### src/rtl/clock_pkg.sv
// Shared time-of-day constants, FSM/field encodings and wrap arithmetic
// used by the time-setting controller and digital_clock.
package clock_pkg;

    localparam int HOUR_W = 5;
    localparam int MS_W   = 6;

    localparam logic [HOUR_W-1:0] MAX_HOUR = 5'd23;
    localparam logic [MS_W-1:0]   MAX_MS   = 6'd59;

    typedef enum logic [2:0] {
        ST_IDLE    = 3'd0,
        ST_SET_HR  = 3'd1,
        ST_SET_MIN = 3'd2,
        ST_SET_SEC = 3'd3,
        ST_COMMIT  = 3'd4
    } state_t;

    typedef enum logic [1:0] {
        FIELD_NONE = 2'b00,
        FIELD_HOUR = 2'b01,
        FIELD_MIN  = 2'b10,
        FIELD_SEC  = 2'b11
    } field_t;

    // Increment with wrap to zero past max_v (compare only, no divider).
    function automatic logic [MS_W-1:0] wrap_inc(input logic [MS_W-1:0] v,
                                                 input logic [MS_W-1:0] max_v);
        return (v >= max_v) ? '0 : v + 1'b1;
    endfunction

    // Decrement with wrap from zero to max_v.
    function automatic logic [MS_W-1:0] wrap_dec(input logic [MS_W-1:0] v,
                                                 input logic [MS_W-1:0] max_v);
        return (v == '0 || v > max_v) ? max_v : v - 1'b1;
    endfunction

    // Out-of-range live values are captured as zero.
    function automatic logic [MS_W-1:0] clamp_max(input logic [MS_W-1:0] v,
                                                  input logic [MS_W-1:0] max_v);
        return (v > max_v) ? '0 : v;
    endfunction

    function automatic logic is_set(input state_t s);
        return (s == ST_SET_HR) || (s == ST_SET_MIN) || (s == ST_SET_SEC);
    endfunction

    function automatic field_t field_of(input state_t s);
        case (s)
            ST_SET_HR:  return FIELD_HOUR;
            ST_SET_MIN: return FIELD_MIN;
            ST_SET_SEC: return FIELD_SEC;
            default:    return FIELD_NONE;
        endcase
    endfunction

endpackage

### src/rtl/time_set_ctrl_if.sv
// Button, live-time and display/overwrite signals of the time-setting
// controller. master = controller side, slave = buttons/clock/display side.
interface time_set_ctrl_if;
    import clock_pkg::*;

    logic                         btn_mode;
    logic                         btn_inc;
    logic                         btn_dec;
    logic [HOUR_W-1:0]            cur_hour;
    logic [MS_W-1:0]              cur_min;
    logic [MS_W-1:0]              cur_sec;
    logic [HOUR_W+2*MS_W-1:0]     time_in;
    logic                         time_ow;
    logic                         edit_active;
    logic [1:0]                   edit_field;
    logic                         blink;

    modport master (
        input  btn_mode, btn_inc, btn_dec, cur_hour, cur_min, cur_sec,
        output time_in, time_ow, edit_active, edit_field, blink
    );

    modport slave (
        output btn_mode, btn_inc, btn_dec, cur_hour, cur_min, cur_sec,
        input  time_in, time_ow, edit_active, edit_field, blink
    );

endinterface

### src/rtl/blink_gen.sv
// Square-wave generator for the edited-field blink. Output is held at 1
// while disabled or restarted so a freshly edited digit shows at once.
module blink_gen #(
    parameter int HALF_CYCLES = 12_500_000
) (
    input  logic clk,
    input  logic rst_n,
    input  logic restart,
    input  logic enable,
    output logic blink
);

    localparam int CNT_W = (HALF_CYCLES > 1) ? $clog2(HALF_CYCLES) : 1;

    logic [CNT_W-1:0] cnt;

    // Count half-periods and toggle; restart/disable force visible state.
    always_ff @(posedge clk) begin
        if (!rst_n || !enable || restart) begin
            cnt   <= '0;
            blink <= 1'b1;
        end else if (cnt == CNT_W'(HALF_CYCLES - 1)) begin
            cnt   <= '0;
            blink <= ~blink;
        end else begin
            cnt   <= cnt + 1'b1;
        end
    end

endmodule

### src/rtl/time_set_ctrl.sv
// Button-driven time-setting controller: captures live time, lets the user
// edit hour/minute/second, then drives an overwrite strobe for OW_CYCLES.
module time_set_ctrl
    import clock_pkg::*;
#(
    parameter int TIMEOUT_CYCLES    = 500_000_000,
    parameter int OW_CYCLES         = 4,
    parameter int BLINK_HALF_CYCLES = 12_500_000
) (
    input  logic            clk,
    input  logic            rst_n,
    time_set_ctrl_if.master bus
);

    localparam int TO_W = $clog2(TIMEOUT_CYCLES);
    localparam int OW_W = $clog2(OW_CYCLES + 1);

    state_t            state_q, state_nxt;
    logic [HOUR_W-1:0] hour_q, hour_nxt;
    logic [MS_W-1:0]   min_q, min_nxt;
    logic [MS_W-1:0]   sec_q, sec_nxt;
    logic [TO_W-1:0]   to_cnt_q, to_cnt_nxt;
    logic [OW_W-1:0]   ow_cnt_q, ow_cnt_nxt;
    logic              time_ow_q;
    logic              edit_active_q;
    field_t            field_q;
    logic              blink_restart;
    logic              blink_enable;

    logic btn_any, btn_step, timeout_hit, ow_done;

    assign btn_any     = bus.btn_mode | bus.btn_inc | bus.btn_dec;
    // Simultaneous inc+dec cancels out.
    assign btn_step    = bus.btn_inc ^ bus.btn_dec;
    assign timeout_hit = (to_cnt_q == TO_W'(TIMEOUT_CYCLES - 1));
    assign ow_done     = (ow_cnt_q == OW_W'(OW_CYCLES - 1));

    // Next-state, edit-register updates and counter/blink control.
    always_comb begin
        state_nxt     = state_q;
        hour_nxt      = hour_q;
        min_nxt       = min_q;
        sec_nxt       = sec_q;
        to_cnt_nxt    = '0;
        ow_cnt_nxt    = '0;
        blink_enable  = 1'b0;
        blink_restart = 1'b0;

        case (state_q)
            ST_IDLE: begin
                if (bus.btn_mode) begin
                    state_nxt = ST_SET_HR;
                    hour_nxt  = HOUR_W'(clamp_max({1'b0, bus.cur_hour}, {1'b0, MAX_HOUR}));
                    min_nxt   = clamp_max(bus.cur_min, MAX_MS);
                    sec_nxt   = clamp_max(bus.cur_sec, MAX_MS);
                end
            end
            ST_SET_HR: begin
                if (bus.btn_mode) begin
                    state_nxt = ST_SET_MIN;
                end else if (btn_step) begin
                    hour_nxt = bus.btn_inc
                             ? HOUR_W'(wrap_inc({1'b0, hour_q}, {1'b0, MAX_HOUR}))
                             : HOUR_W'(wrap_dec({1'b0, hour_q}, {1'b0, MAX_HOUR}));
                end else if (!btn_any && timeout_hit) begin
                    state_nxt = ST_IDLE;
                end
            end
            ST_SET_MIN: begin
                if (bus.btn_mode) begin
                    state_nxt = ST_SET_SEC;
                end else if (btn_step) begin
                    min_nxt = bus.btn_inc ? wrap_inc(min_q, MAX_MS) : wrap_dec(min_q, MAX_MS);
                end else if (!btn_any && timeout_hit) begin
                    state_nxt = ST_IDLE;
                end
            end
            ST_SET_SEC: begin
                if (bus.btn_mode) begin
                    state_nxt = ST_COMMIT;
                end else if (btn_step) begin
                    sec_nxt = bus.btn_inc ? wrap_inc(sec_q, MAX_MS) : wrap_dec(sec_q, MAX_MS);
                end else if (!btn_any && timeout_hit) begin
                    state_nxt = ST_IDLE;
                end
            end
            ST_COMMIT: begin
                if (ow_done) begin
                    state_nxt = ST_IDLE;
                end
            end
            default: begin
                state_nxt = ST_IDLE;
            end
        endcase

        // Idle time only accumulates while staying in a SET state untouched.
        if (is_set(state_nxt) && (state_nxt == state_q) && !btn_any) begin
            to_cnt_nxt = to_cnt_q + 1'b1;
        end

        if ((state_q == ST_COMMIT) && (state_nxt == ST_COMMIT)) begin
            ow_cnt_nxt = ow_cnt_q + 1'b1;
        end

        blink_enable  = is_set(state_nxt);
        blink_restart = is_set(state_nxt) &&
                        ((state_nxt != state_q) || bus.btn_inc || bus.btn_dec);
    end

    // State register.
    always_ff @(posedge clk) begin
        if (!rst_n) begin
            state_q <= ST_IDLE;
        end else begin
            state_q <= state_nxt;
        end
    end

    // Edit registers, timeout counter and overwrite-stretch counter.
    always_ff @(posedge clk) begin
        if (!rst_n) begin
            hour_q   <= '0;
            min_q    <= '0;
            sec_q    <= '0;
            to_cnt_q <= '0;
            ow_cnt_q <= '0;
        end else begin
            hour_q   <= hour_nxt;
            min_q    <= min_nxt;
            sec_q    <= sec_nxt;
            to_cnt_q <= to_cnt_nxt;
            ow_cnt_q <= ow_cnt_nxt;
        end
    end

    // Registered status outputs, aligned with the state they describe.
    always_ff @(posedge clk) begin
        if (!rst_n) begin
            time_ow_q     <= 1'b0;
            edit_active_q <= 1'b0;
            field_q       <= FIELD_NONE;
        end else begin
            time_ow_q     <= (state_nxt == ST_COMMIT);
            edit_active_q <= (state_nxt != ST_IDLE);
            field_q       <= field_of(state_nxt);
        end
    end

    blink_gen #(
        .HALF_CYCLES (BLINK_HALF_CYCLES)
    ) u_blink (
        .clk     (clk),
        .rst_n   (rst_n),
        .restart (blink_restart),
        .enable  (blink_enable),
        .blink   (bus.blink)
    );

    assign bus.time_in     = {hour_q, min_q, sec_q};
    assign bus.time_ow     = time_ow_q;
    assign bus.edit_active = edit_active_q;
    assign bus.edit_field  = field_q;

endmodule

### src/flat_wrapper.sv
// flat-port wrapper written by rule: the top's interface ports become plain ports
module time_set_ctrl_flat import clock_pkg::*;
#(
    parameter int TIMEOUT_CYCLES    = 500_000_000,
    parameter int OW_CYCLES         = 4,
    parameter int BLINK_HALF_CYCLES = 12_500_000
)
  (clk, rst_n, bus_btn_mode, bus_btn_inc, bus_btn_dec, bus_cur_hour, bus_cur_min, bus_cur_sec, bus_time_in, bus_time_ow, bus_edit_active, bus_edit_field, bus_blink);
  time_set_ctrl_if bus_i ();
  input  logic clk;
  input  logic rst_n;
  input wire logic [$bits(bus_i.btn_mode)-1:0] bus_btn_mode;
  input wire logic [$bits(bus_i.btn_inc)-1:0] bus_btn_inc;
  input wire logic [$bits(bus_i.btn_dec)-1:0] bus_btn_dec;
  input wire logic [$bits(bus_i.cur_hour)-1:0] bus_cur_hour;
  input wire logic [$bits(bus_i.cur_min)-1:0] bus_cur_min;
  input wire logic [$bits(bus_i.cur_sec)-1:0] bus_cur_sec;
  output wire logic [$bits(bus_i.time_in)-1:0] bus_time_in;
  output wire logic [$bits(bus_i.time_ow)-1:0] bus_time_ow;
  output wire logic [$bits(bus_i.edit_active)-1:0] bus_edit_active;
  output wire logic [$bits(bus_i.edit_field)-1:0] bus_edit_field;
  output wire logic [$bits(bus_i.blink)-1:0] bus_blink;
  assign bus_i.btn_mode = bus_btn_mode;
  assign bus_i.btn_inc = bus_btn_inc;
  assign bus_i.btn_dec = bus_btn_dec;
  assign bus_i.cur_hour = bus_cur_hour;
  assign bus_i.cur_min = bus_cur_min;
  assign bus_i.cur_sec = bus_cur_sec;
  assign bus_time_in = bus_i.time_in;
  assign bus_time_ow = bus_i.time_ow;
  assign bus_edit_active = bus_i.edit_active;
  assign bus_edit_field = bus_i.edit_field;
  assign bus_blink = bus_i.blink;
  time_set_ctrl #(.TIMEOUT_CYCLES(TIMEOUT_CYCLES), .OW_CYCLES(OW_CYCLES), .BLINK_HALF_CYCLES(BLINK_HALF_CYCLES)) u_core (.clk(clk), .rst_n(rst_n), .bus(bus_i));
endmodule
### config.mk
export PLATFORM = sky130hd
export DESIGN_NAME = time_set_ctrl_flat
export DESIGN_NICKNAME = d
export VERILOG_FILES = /design/src/rtl/clock_pkg.sv /design/src/rtl/time_set_ctrl_if.sv /design/src/rtl/blink_gen.sv /design/src/rtl/time_set_ctrl.sv /design/src/flat_wrapper.sv
export SDC_FILE = /design/constraint.sdc
export NUM_CORES = 1
export LEC_CHECK = 0
export ABC_AREA = 1
export BUFFER_PORTS_ARGS = -buffer_cell sky130_fd_sc_hd__buf_4
export CAP_MARGIN = 5
export CORE_UTILIZATION = 30
export CTS_BUF_LIST = sky130_fd_sc_hd__clkbuf_16
export CTS_CLUSTER_SIZE = 28
export DETAILED_ROUTE_END_ITERATION = 8
export PLACE_DENSITY_LB_ADDON = 0.12
export SYNTH_ARGS = -nofsm -noshare
export SYNTH_HDL_FRONTEND = slang
export SYNTH_SLANG_ARGS = --single-unit
### constraint.sdc
create_clock -name clk -period 1.8 [get_ports clk]
set_input_delay 0.27 -clock clk [delete_from_list [all_inputs] [get_ports clk]]
set_output_delay 0.27 -clock clk [all_outputs]
set_load 0.02 [all_outputs]
# Yosys cells after proc, flatten, opt, wreduce, memory -nomap -nowiden
# Cells that the tools add are included.
# classes
n_addsub	9
multipliers	0
div_mod_pow	0
order_cmp	9
n_eq_ne	20
n_shift	0
muxes	33
n_bitwise	4
n_reduce_logical	31
# ops
op	n
6-bit two-way mux	14
5-bit two-way mux	7
29-bit by 1-bit adder with 29-bit output (second input constant)	1
29-bit == test (second input constant)	1
24-bit by 1-bit adder with 24-bit output (second input constant)	1
24-bit == test (second input constant)	1
6-bit greater-than comparator (second input constant)	4
6-bit one-hot mux with 2 select lines	2
3-bit two-way mux	7
3-bit by 2-bit == test with 1-bit output (second input constant)	5
3-bit one-hot mux with 5 select lines	1
6-bit by 1-bit adder with 6-bit output (second input constant)	2
6-bit greater-or-equal comparator (second input constant)	2
6-bit logical NOT	2
4-bit AND reduction	3
6-bit by 1-bit subtractor with 6-bit output (second input constant)	2
5-bit greater-than comparator (second input constant)	2
5-bit one-hot mux with 2 select lines	1
1-bit logical OR	9
2-bit inequality test (second input constant)	4
3-bit by 1-bit == test with 1-bit output (second input constant)	2
3-bit == test (second input constant)	2
2-bit by 1-bit inequality test with 1-bit output (second input constant)	3
2-bit one-hot mux with 3 select lines	1
other kinds (17)	27
# word_totals
regBits	81
latchBits	0
ram_bits	0
rom_bits	0
inputBits	22
output_inout_bits	22
word_cells	117
memories	0

# Depth between registers and ports, before layout
# Gate-level depths: netlist of run 1.
# logic_depth
ltp_word	15
depth_mapped	15
depth_no_buf	14

# Hierarchy
# From an unflattened synthesis of run 1, not the netlist that was laid out.
# hier_totals
hier_cells	726
area_unflattened_um2	4908.5
# by_module_without_submodules
mod	instances	cells_per_inst	area_per_inst_um2	seq_area_each_um2
time_set_ctrl	1	533	3614.7	1121.1
blink_gen	1	193	1293.7	500.5

# Least setup slack after synthesis of run 1
# OpenSTA, ideal clock, no wires.
# synth_timing
kind	reg-to-reg
start	register u_core.to_cnt_q[0]
end	register u_core.u_blink.cnt[5]
setup_time_ps	119
arrival_ps	1706
required_time_ps	1681
slack_ps	-25
path_stages_with_launch	14
n_path_buf	1
synth_period_minus_slack_ps	1825
cell_sequence	dfxtp_1 -> ha_1 -> nand2_1 -> nor2_1 -> nand2_1 -> nor2_1 -> nand2_2 -> a21oi_2 -> nand2_1 -> nand2_1 -> nor2_4 -> nand3_2 -> buf_6 -> nor2_2
# synth_via
elab_chain_len	13
# synth_lines
element	line_no	text
start, declared	time_set_ctrl.sv:22	logic [TO_W-1:0] to_cnt_q, to_cnt_nxt;
start signal, assigned	time_set_ctrl.sv:132	to_cnt_q <= to_cnt_nxt;
29-bit == test *	time_set_ctrl.sv:35	assign timeout_hit = (to_cnt_q == TO_W'(TIMEOUT_CYCLES - 1));
1-bit logical AND *	time_set_ctrl.sv:65, time_set_ctrl.sv:74, time_set_ctrl.sv:83	
3-bit two-way mux *	time_set_ctrl.sv:65, time_set_ctrl.sv:74, time_set_ctrl.sv:83	
3-bit two-way mux *	time_set_ctrl.sv:81	end else if (btn_step) begin
3-bit two-way mux (on tied branches)	time_set_ctrl.sv:79, time_set_ctrl.sv:59, time_set_ctrl.sv:70	
3-bit one-hot mux with 5 select lines *	time_set_ctrl.sv:49	case (state_q)
3-bit by 1-bit == test with 1-bit output / 3-bit by 2-bit == test with 1-bit output (equally long branches)	clock_pkg.sv:45	return (s == ST_SET_HR) || (s == ST_SET_MIN) || (s == ST_SET_SEC);
1-bit logical OR (2 in series)	clock_pkg.sv:45	
1-bit logical NOT	blink_gen.sv:19	if (!rst_n || !enable || restart) begin
1-bit logical OR	blink_gen.sv:19	
1-bit logical OR *	blink_gen.sv:19	
2-bit OR reduction (no source line) *	-	
end signal, assigned	blink_gen.sv:26	cnt <= cnt + 1'b1;
end, declared	blink_gen.sv:15	logic [CNT_W-1:0] cnt;
# Mark *: on every way between the ends. The rest lies on a longest branch, timed or not.
# A chain may end at the register's enable or synchronous reset.

# Worst setup path in the final report of run 1
# layout_timing
start	register u_core.to_cnt_q[1]
end	register u_core.to_cnt_q[16]
# layout_via
elab_chain_len	12
# layout_lines
element	line_no	text
29-bit == test	time_set_ctrl.sv:35	
1-bit logical AND	time_set_ctrl.sv:65, time_set_ctrl.sv:74, time_set_ctrl.sv:83	
3-bit two-way mux	time_set_ctrl.sv:65, time_set_ctrl.sv:74, time_set_ctrl.sv:83	
3-bit two-way mux	time_set_ctrl.sv:81	
3-bit two-way mux (on tied branches)	time_set_ctrl.sv:79, time_set_ctrl.sv:59, time_set_ctrl.sv:70	
3-bit one-hot mux with 5 select lines	time_set_ctrl.sv:49	
3-bit by 1-bit == test with 1-bit output / 3-bit by 2-bit == test with 1-bit output (equally long branches)	clock_pkg.sv:45	
1-bit logical OR (2 in series)	clock_pkg.sv:45	
1-bit logical AND (2 in series)	time_set_ctrl.sv:98	if (is_set(state_nxt) && (state_nxt == state_q) && !btn_any) begin
2-bit AND reduction (no source line)	-	
# Parallel ways exist; a longest one is shown, timed or not.

==> results of run 1 <==
[registers in the layout, summed over array words and instances, names as in the netlist, 2 cells and up]
register / cells
u_core.ow_cnt_q: 3
u_core.state_q: 3
u_core.min_q: 6
u_core.hour_q: 5
u_core.bus.edit_field: 2
u_core.to_cnt_q: 29
u_core.sec_q: 6
u_core.u_blink.cnt: 24
[logic make-up after synthesis]
kind of cell / Yosys count
xor gates and xnor gates: 39
buffers and inverters: 115
and+or+nand+nor: 351
adders and majority gates: 12
AOI/OAI and AO/OA: 93
DFF: 81
[worst reg2reg max path: stages, from the launching register on]
cell and delay, ps:
dfxtp_2 330, ha_4 170, nand2_4 70, nor2_4 40, nand2_2 80, nor2_2 50, nand2_2 90, nand2_1 50
nand2_1 60, nand2_2 70, nand2_2 80, nand2_2 60, nor2_4 180, nand2_4 130, clkbuf_16 210, nor3_2 100
[stage by stage]
step / hold slack [ps] / setup slack (ps) / utilization (%) / setup TNS [ps] / total power [mW]
finish: 210 / -37.8 / 44.3 / -376 / 4.73
detailed placement: 420 / -166 / 39.0 / -5530 / 2.75
floorplan: 399 / 16.0 / - / 0 / 2.44
global route: 226 / -180 / 44.3 / -7040 / 4.97
CTS: 203 / -63.4 / 42.4 / -1140 / 4.75
global placement: 410 / -118 / 39.0 / -3360 / 2.75
[cells in the final DEF (no fill, tap or decap), types with 13 or more instances in the layout]
cell	count
nand3_1	37
nor3_2	14
nor2_1	75
nand4_1	13
a21oi_1	35
nand2_1	112
inv_1	101
dfxtp_1	77
o21ai_0	33
nor2_2	30
nor2_4	19
nor3_1	13
xor2_1	30
buf_4	138
[power groups by stage]
| stage | logic, mW | registers (mW) | clock network [mW] |
|---|---|---|---|
| after floorplan | 0.442 | 2.00 | 0 |
| after CTS | 0.820 | 1.92 | 2.01 |
| after global routing | 0.943 | 1.93 | 2.09 |
| final | 0.849 | 1.92 | 1.95 |
| after global placement | 0.789 | 1.96 | 0 |
| after detailed placement | 0.793 | 1.96 | 0 |
[repair_timing]
item	4_1_cts	5_1_grt
hold endpoints to repair	0	0
gates resized for setup	35	58
setup endpoints to repair	54	64
gates cloned	1	2
pin swaps	11	17
setup buffers	4	4
[worst max path at each step]
stage | startpoint | to | slack (ps)
after floorplan | u_core.to_cnt_q[0]$_SDFF_PN0_ | u_core.u_blink.cnt[5]$_SDFF_PP0_ | 20
after global placement | u_core.to_cnt_q[0]$_SDFF_PN0_ | u_core.u_blink.cnt[8]$_SDFF_PP0_ | -120
after detailed placement | u_core.to_cnt_q[0]$_SDFF_PN0_ | u_core.u_blink.cnt[15]$_SDFF_PP0_ | -170
after CTS | u_core.to_cnt_q[1]$_SDFF_PN0_ | u_core.to_cnt_q[28]$_SDFF_PN0_ | -60
after global routing | u_core.to_cnt_q[1]$_SDFF_PN0_ | u_core.to_cnt_q[16]$_SDFF_PN0_ | -180
final | u_core.to_cnt_q[1]$_SDFF_PN0_ | u_core.to_cnt_q[16]$_SDFF_PN0_ | -40
[metal layers]
metal / routed length, µm / track usage (%) / vias to the layer above
li1: - / - / 2519
met1: 5790 / 19.6 / 2200
met2: 6080 / 28.5 / 72
met3: 397 / 2.85 / 20
met4: 291 / 7.63 / 0
met5: 0 / 0 / -
[area by class of cell]
type / count / share of cell area (%)
flip-flops and latches: 81 / 24.0
repair buffers: 147 / 17.9
well taps: 211 / 3.90
clock inverters: 7 / 1.26
multi-input cells: 495 / 43.8
inverters: 104 / 5.77
clock buffers: 9 / 3.33
==> metrics.yaml, run 1 <==
status: "complete, but fails checks"
violations: "setup timing"
crit_arrival_ps: 2110
synth_xor_area_share_pct: 7.28
num_antenna_cells: 0
hold_viol_final: 0
num_rows: 45
dp_hpwl_um: 9230
sequentialPowerShare_pct: 40.7
slew_violations: 0
drc_errors: 0
seqCellArea_um2: 1630
numCtsBuffers: 9
yosysSeqAreaShare_pct: 34.6
layout-drive-gt1-share_pct: 31.3
io_pins: 44
gp_congestion: 0.865
stdcell_count: 1054
grt_pass1_wl_um: 21200
yosysTopAreaCell: "dfxtp_1"
crit_required_ps: 2070
htree_levels: 3
synth_compound_area_share_pct: 11.1
holdPathStages: 3
finalCriticalPeriod_ps: 1840
clock_path_buffers: 2
firstDrtPassIters: 4
clkSinkCount: 81
async_flop_share_pct: 0
ys_warn_count: 0
start_util_pct: 30.8
synth_fa_ha_area_share_pct: 3.20
ir_worst_vdd_uv: 444
multi_input_area_um2: 2960
ys_ff_latch: 81
synth_simple_gate_area_share_pct: 34.1
crit_buf_inv: 1
cpMostUsedCell: "nand2_2"
fmax_mhz: 544
synth_mux_area_share_pct: 0
worst_slack_ps: -37.8
comb_power_share_pct: 18.0
hold_path.class: "primary input to flip-flop"
max_cap_violations: 0
dieArea_um2: 16100
postRouteAntennaNets: 0
drt_iter0_drc: 219
coreArea_um2: 15300
avgSynthCellArea_um2: 6.79
cts_root_buffer: "clkbuf_16"
die_y_um: 127
io_buffer_count: 43
startpoint_type: "flip-flop"
viasPerCell: 4.56
powerDensity_nw_per_um2: 699
wl_per_cell_um: 11.9
worst-r2r-cell-count: 15
cpLargestDelayFamily: "simple AND/OR/NAND/NOR gates"
path_cells: "ha_4 > nand2_4 > nor2_4 > nand2_2 > nor2_2 > nand2_2 > nand2_1 > nand2_1 > nand2_2 > nand2_2 > nand2_2 > nor2_4 > nand2_4 > clkbuf_16 > nor3_2"
synth.distinct_cells: 34
synth_commonest_cells: "nand2_1, inv_1, nor2_1"
slew_headroom_pct: 74.0
pwr-share-clk_pct: 41.4
timing.rr.start: "u_core.to_cnt_q[1]$_SDFF_PN0_"
synthTopCellsByArea: "dfxtp_1, nand2_1, inv_1"
p_int_mw: 3.41
via_count: 4811
synthesis.nets: 725
fillers: 1529
clk_pin_slew_ps: 60
rsz0062_at_grt: "true"
die_w_um: 127
setup_viol: 24
grt_max_degree: 20
syn_to_final_growth_pct: 44.1
nets: 872
netlist_instances: 691
antenna_found_initial: 0
grt-ovfl-total: 0
slowest_stage: "dfxtp_2"
synth_most_common_cell: "nand2_1"
hold-path-endpoint: "u_core.min_q[1]$_SDFFE_PN0P_"
final_area_um2: 6760
synth_top_family_by_area: "simple AND/OR/NAND/NOR gates"
synth_top_area_share_pct: 34.6
critPathMaxFanout: 5
ff2ff_setup_slack_ps: -40
critPathMaxStageDelay_ps: 330
netSwitchingFraction_pct: 27.7
p_leak_nw: 2.74
grt_use_total_pct: 16.3
fin_skew_ps: 7.81
synth_edf_count: 0
syn_area_um2: 4690
setup.worst_path.end_class: "flip-flop"
grt_pass1_vias: 4747
tritoncts: "done"
ctsHoldBuffers: 0
r2r-end: "u_core.to_cnt_q[16]$_SDFF_PN0_"
post_dp_cell_area_um2: 5960
clkLatencyLatePin_ps: 350
crit_type: "flip-flop to flip-flop"
period_share_pct: 102
path_depth: 15
dp.cells: 1027
min_from: "bus_cur_min[1]"
p_sw_mw: 1.31
synthFlopType: "dfxtp_1"
tightestPinTransition_ps: 386
routed_wl_um: 12600
(Power assumes the default switching activity.)
==> run 2, diff against run 1 <==
CORE_UTILIZATION = 40   (was 30)
==> run 2 against run 1 <==
  * The flow still finishes with violations (setup timing)
  * Via count down 0.31%
  * Hold slack better by 8.2 ps
  * Sequential power about the same
  * Power down 6.5%
  * Critical path type unchanged
  * Largest cell class unchanged
==> metrics.yaml, run 2 (synthesis results as in run 1) <==
io_buffer_count: 43
worst_slack_ps: -55.4
nets: 863
cpMostUsedCell: "nand2_2"
stdcell_count: 977
timing.rr.start: "u_core.to_cnt_q[1]$_SDFF_PN0_"
antenna_found_initial: 0
slew_headroom_pct: 65.0
fin_skew_ps: 9.54
min_from: "bus_cur_min[1]"
slew_violations: 0
largest_registers: "u_core.to_cnt_q: 29 flops, u_core.u_blink.cnt: 24 flops"
powerDensity_nw_per_um2: 666
fin_worst_hold_slack_ps: 218
setup_tns_ps: -1270
num_rows: 39
critPathMaxStageDelay_ps: 350
syn_to_final_growth_pct: 41.4
num_antenna_cells: 0
crit_type: "flip-flop to flip-flop"
drt_iter0_drc: 280
grt-ovfl-total: 0
path_cells: "ha_4 > nand2_4 > nor2_4 > nand2_2 > nor2_2 > nand2_2 > nand2_1 > nand2_1 > nand2_2 > nand2_2 > nand2_2 > nor2_4 > nand3_4 > buf_12 > nor2_2"
via_count: 4796
regMostFlops: "u_core.to_cnt_q"
finalCoreUtilization_pct: 58.1
power_mw: 4.42
dieArea_um2: 12200
violations: "setup timing"
routed_wl_um: 12300
startpoint_type: "flip-flop"
hold_path.class: "primary input to flip-flop"
clkSinkCount: 81
grt_pass1_wl_um: 19800
cp-startpoint: "u_core.to_cnt_q[1]$_SDFF_PN0_"
clk_pin_slew_ps: 70
fillers: 1077
crit_arrival_ps: 2140
dp.cells: 943
clkLatencyLatePin_ps: 350
ir_worst_vdd_uv: 500
die_y_um: 110
period_share_pct: 103
largest_reg_flops: 29
die_w_um: 110
viasPerCell: 4.91
rsz0062_at_grt: "true"
final_area_um2: 6640
fmax_mhz: 539
grt_max_degree: 19
seqCellArea_um2: 1640
io_pins: 44
firstDrtPassIters: 5
coreArea_um2: 11400
post_dp_cell_area_um2: 5760
layout-drive-gt1-share_pct: 31.4
final_cell_mix: "buf_4, nand2_1, inv_1, dfxtp_1, nor2_1"
max_cap_violations: 0
tightestPinTransition_ps: 520
cpLargestDelayFamily: "simple AND/OR/NAND/NOR gates"
status: "complete, but fails checks"
grt_use_total_pct: 20.8
critPathMaxFanout: 7
pre_cts_slack_ps: -136
hold_viol_final: 0
setup.worst_path.end_class: "flip-flop"
slowest_stage: "dfxtp_4"
clock_path_buffers: 2
start_util_pct: 41.1
numCtsBuffers: 9
wl_per_cell_um: 12.6
postRouteAntennaNets: 0
dp_hpwl_um: 8590
tritoncts: "done"
crit_buf_inv: 1
gp_congestion: 0.854
grt_pass1_vias: 4409
cts_root_buffer: "clkbuf_16"
layout_commonest_cell: "buf_4"
p_leak_nw: 2.67
multi_input_area_um2: 3030
crit_required_ps: 2080
htree_levels: 3
setup_viol: 36
finalCriticalPeriod_ps: 1860
drc_errors: 0
[run 2: cell count changes in the layout (fill, tap and decap cells not counted), moves of 2 or more]
cell / before / now
dfxtp_1: 77 / 75
nor2_4: 19 / 27
dfxtp_4: 0 / 3
buf_12: 3 / 5
nor2_1: 75 / 73
nor2_2: 30 / 24
inv_2: 2 / 4
bufinv_16: 2 / 0
ha_4: 1 / 3
buf_4: 138 / 130
inv_1: 101 / 99
ha_1: 11 / 8
[run 2: path summary, 6_finish.rpt]
path / end / slack (ps) / cells past startpoint
max: u_core.u_blink.cnt[4]$_SDFF_PP0_ / -60 / 15
max reg2reg: u_core.u_blink.cnt[4]$_SDFF_PP0_ / -60 / 15
min reg2reg: u_core.ow_cnt_q[0]$_SDFF_PN0_ / 440 / 1
min: u_core.min_q[1]$_SDFFE_PN0P_ / 220 / 3
[run 2: layout make-up]
| class | count | share of cell area, % |
|---|---|---|
| clock buffer | 9 | 3.39 |
| timing repair buffer | 138 | 17.1 |
| clock inverter | 7 | 0.566 |
| multi-input combinational | 495 | 45.7 |
| sequential | 81 | 24.7 |
| tap | 143 | 2.70 |
| inverter | 104 | 5.88 |
[run 2: repair_timing]
item / CTS / global route
pin swaps: 11 / 19
setup endpoints to repair: 57 / 66
resized for setup: 28 / 88
endpoints found under the hold margin: 0 / 0
buffers inserted: 9 / 10
hold buffers: 0 / 0
gates cloned: 1 / 2
[run 2: report_power, final]
group	internal (mW)	leakage, nW	switching, mW
Sequential	1.84	0.661	0.0780
Clock	0.917	0.126	0.753
Combinational	0.353	1.88	0.477
Total	3.11	2.67	1.31
[run 2: metal layers]
| layer | vias to the layer above | GRT usage [%] | wire (µm) |
|---|---|---|---|
| met4 | 0 | 8.65 | 206 |
| li1 | 2498 | - | - |
| met5 | - | 0 | 0 |
| met1 | 2198 | 26.5 | 5730 |
| met2 | 84 | 34.7 | 5980 |
| met3 | 16 | 3.29 | 386 |
[run 2: tightest hold or removal path: cells and delay by family]
| family | cells | cell delay, ps |
|---|---|---|
| AOI/OAI and AO/OA | 2 | 180 |
| buffers and inverters | 1 | 80 |
==> run 3, diff against run 2 <==
CTS_BUF_LIST = sky130_fd_sc_hd__clkbuf_4   (was sky130_fd_sc_hd__clkbuf_16)
GPL_TIMING_DRIVEN = 0   (was unset)
REMOVE_ABC_BUFFERS = 1   (was unset)
==> run 3 against run 2 <==
  * The run still ends with setup timing left
  * Critical path depth grew 1
  * Clock power decreased by 27%
  * Non-clock buffer count down 63
  * First-iteration DRC count decreased by 20%
  * Hold slack got worse by 110 ps
  * Power decreased by 9.3%
  * Register-to-register slack worse by 60 ps
  * Clock skew up 6.4 ps
  * Critical path type unchanged
  * Largest cell class unchanged
==> metrics.yaml, run 3 (synthesis results as in run 1) <==
cts_root_buffer: "clkbuf_4"
ff2ff_setup_slack_ps: -120
path_cells: "ha_4 > nand2_4 > nor2_4 > nand2_2 > nor2_2 > nand2_2 > nand2_1 > nand2_1 > nand2_2 > nand2_2 > nand2_2 > nor2_4 > buf_12 > nand2_8 > buf_12 > nor3_2"
fillers: 1110
critPathMaxStageDelay_ps: 380
largest_registers: "u_core.to_cnt_q: 29 flops, u_core.u_blink.cnt: 24 flops"
via_count: 4642
layout-drive-gt1-share_pct: 30.0
clk_pin_slew_ps: 130
period_share_pct: 107
cpLargestDelayFamily: "simple AND/OR/NAND/NOR gates"
drc_errors: 0
crit_path_end: "u_core.to_cnt_q[2]$_SDFF_PN0_"
dieArea_um2: 12200
grt_pass1_vias: 4013
grt_use_total_pct: 19.7
slew_violations: 0
start_util_pct: 41.1
die_w_um: 110
grt-ovfl-total: 0
tightestPinTransition_ps: 638
hold_viol_final: 0
post_dp_cell_area_um2: 5130
final_area_um2: 6210
power_mw: 4.01
htree_levels: 3
multi_input_area_um2: 3160
critPathMaxFanout: 7
rsz0062_at_grt: "true"
dp_hpwl_um: 7620
pre_cts_slack_ps: -776
slowest_stage: "dfxtp_4"
ir_worst_vdd_uv: 513
clkLatencyLatePin_ps: 440
postRouteAntennaNets: 0
gp_congestion: 0.888
die_y_um: 110
io_buffer_count: 43
worst_slack_ps: -120
cpMostUsedCell: "nand2_2"
slew_headroom_pct: 57.2
grt_pass1_wl_um: 18600
crit_type: "flip-flop to flip-flop"
clkSinkCount: 81
startpoint_type: "flip-flop"
drt_iter0_drc: 225
powerDensity_nw_per_um2: 645
fmax_mhz: 521
cp-startpoint: "u_core.to_cnt_q[0]$_SDFF_PN0_"
violations: "setup timing"
num_antenna_cells: 0
antenna_found_initial: 0
setup_tns_ps: -2410
seqCellArea_um2: 1670
crit_buf_inv: 2
max_cap_violations: 0
firstDrtPassIters: 4
clock_path_buffers: 2
p_leak_nw: 2.37
grt_max_degree: 20
numCtsBuffers: 9
coreArea_um2: 11400
regMostFlops: "u_core.to_cnt_q"
r2r-end: "u_core.to_cnt_q[2]$_SDFF_PN0_"
wl_per_cell_um: 13.0
io_pins: 44
setup.worst_path.end_class: "flip-flop"
tritoncts: "done"
viasPerCell: 5.05
routed_wl_um: 12000
timing.rr.start: "u_core.to_cnt_q[0]$_SDFF_PN0_"
status: "complete, but fails checks"
path_depth: 16
crit_required_ps: 2170
num_rows: 39
finalCriticalPeriod_ps: 1920
syn_to_final_growth_pct: 32.3
final_cell_mix: "nand2_1, inv_1, nor2_1, buf_4, dfxtp_1"
nets: 806
layout_commonest_cell: "nand2_1"
crit_arrival_ps: 2290
worst-r2r-cell-count: 16
hold_path.class: "primary input to flip-flop"
setup_viol: 48
fin_skew_ps: 15.9
largest_reg_flops: 29
[run 3: cell count changes in the layout (fill, tap and decap cells not counted), sizes merged]
cell / before / now
clkinv: 6 / 3
bufinv: 0 / 2
nand2: 126 / 129
clkinvlp: 2 / 0
buf: 136 / 74
nand3: 44 / 47
clkbuf: 11 / 12
[run 3: where the power goes]
part | internal, mW | switching, mW
clock network | 0.582 | 0.640
logic | 0.356 | 0.502
registers | 1.84 | 0.0903
[run 3: final cells by class]
cell class              instances  area share [%]
well taps                     143            2.88
repair buffers                 75            10.6
flip-flops and latches         81            26.9
multi-input cells             501            50.8
inverters                     104            6.33
clock inverters                 4            1.11
clock buffers                  11            1.33
[run 3: per-stage QoR]
stage	util, %	std cells	hold slack [ps]
after floorplan	-	680	399
after global placement	44.9	866	406
after detailed placement	44.9	866	417
final	54.4	919	107
after global routing	54.4	919	96.6
after CTS	51.1	907	93.4
[run 3: worst min path at each step]
stage,startpoint,to,slack [ps],depth (start not counted)
2_1_floorplan,u_core.ow_cnt_q[0]$_SDFF_PN0_,u_core.ow_cnt_q[0]$_SDFF_PN0_,400,1
3_3_place_gp,u_core.ow_cnt_q[0]$_SDFF_PN0_,u_core.ow_cnt_q[0]$_SDFF_PN0_,410,1
3_5_place_dp,u_core.ow_cnt_q[0]$_SDFF_PN0_,u_core.ow_cnt_q[0]$_SDFF_PN0_,420,1
4_1_cts,rst_n,u_core.sec_q[2]$_SDFFE_PN0P_,90,3
5_1_grt,rst_n,u_core.sec_q[2]$_SDFFE_PN0P_,100,3
6_report,bus_cur_min[1],u_core.min_q[1]$_SDFFE_PN0P_,110,3
[run 3: repair_timing]
item                       CTS  global route
setup endpoints to repair   70            71
pin swaps                   19            22
resized for setup           67            89
hold buffers                 0             0
setup buffers               20            12
gates cloned                 6             2
[run 3: worst min-delay path, delay by kind of cell]
family	cells	cell delay, ps
compound gates	2	170
buf+inv	1	80
[run 3: per-layer routing]
layer | global-route usage, % | up-vias | share of wire [%]
met5 | 0 | - | 0
met1 | 25.1 | 2131 | 47
met4 | 6.86 | 0 | 1.6
li1 | - | 2410 | -
met2 | 33.1 | 87 | 48
met3 | 3.70 | 14 | 3.8
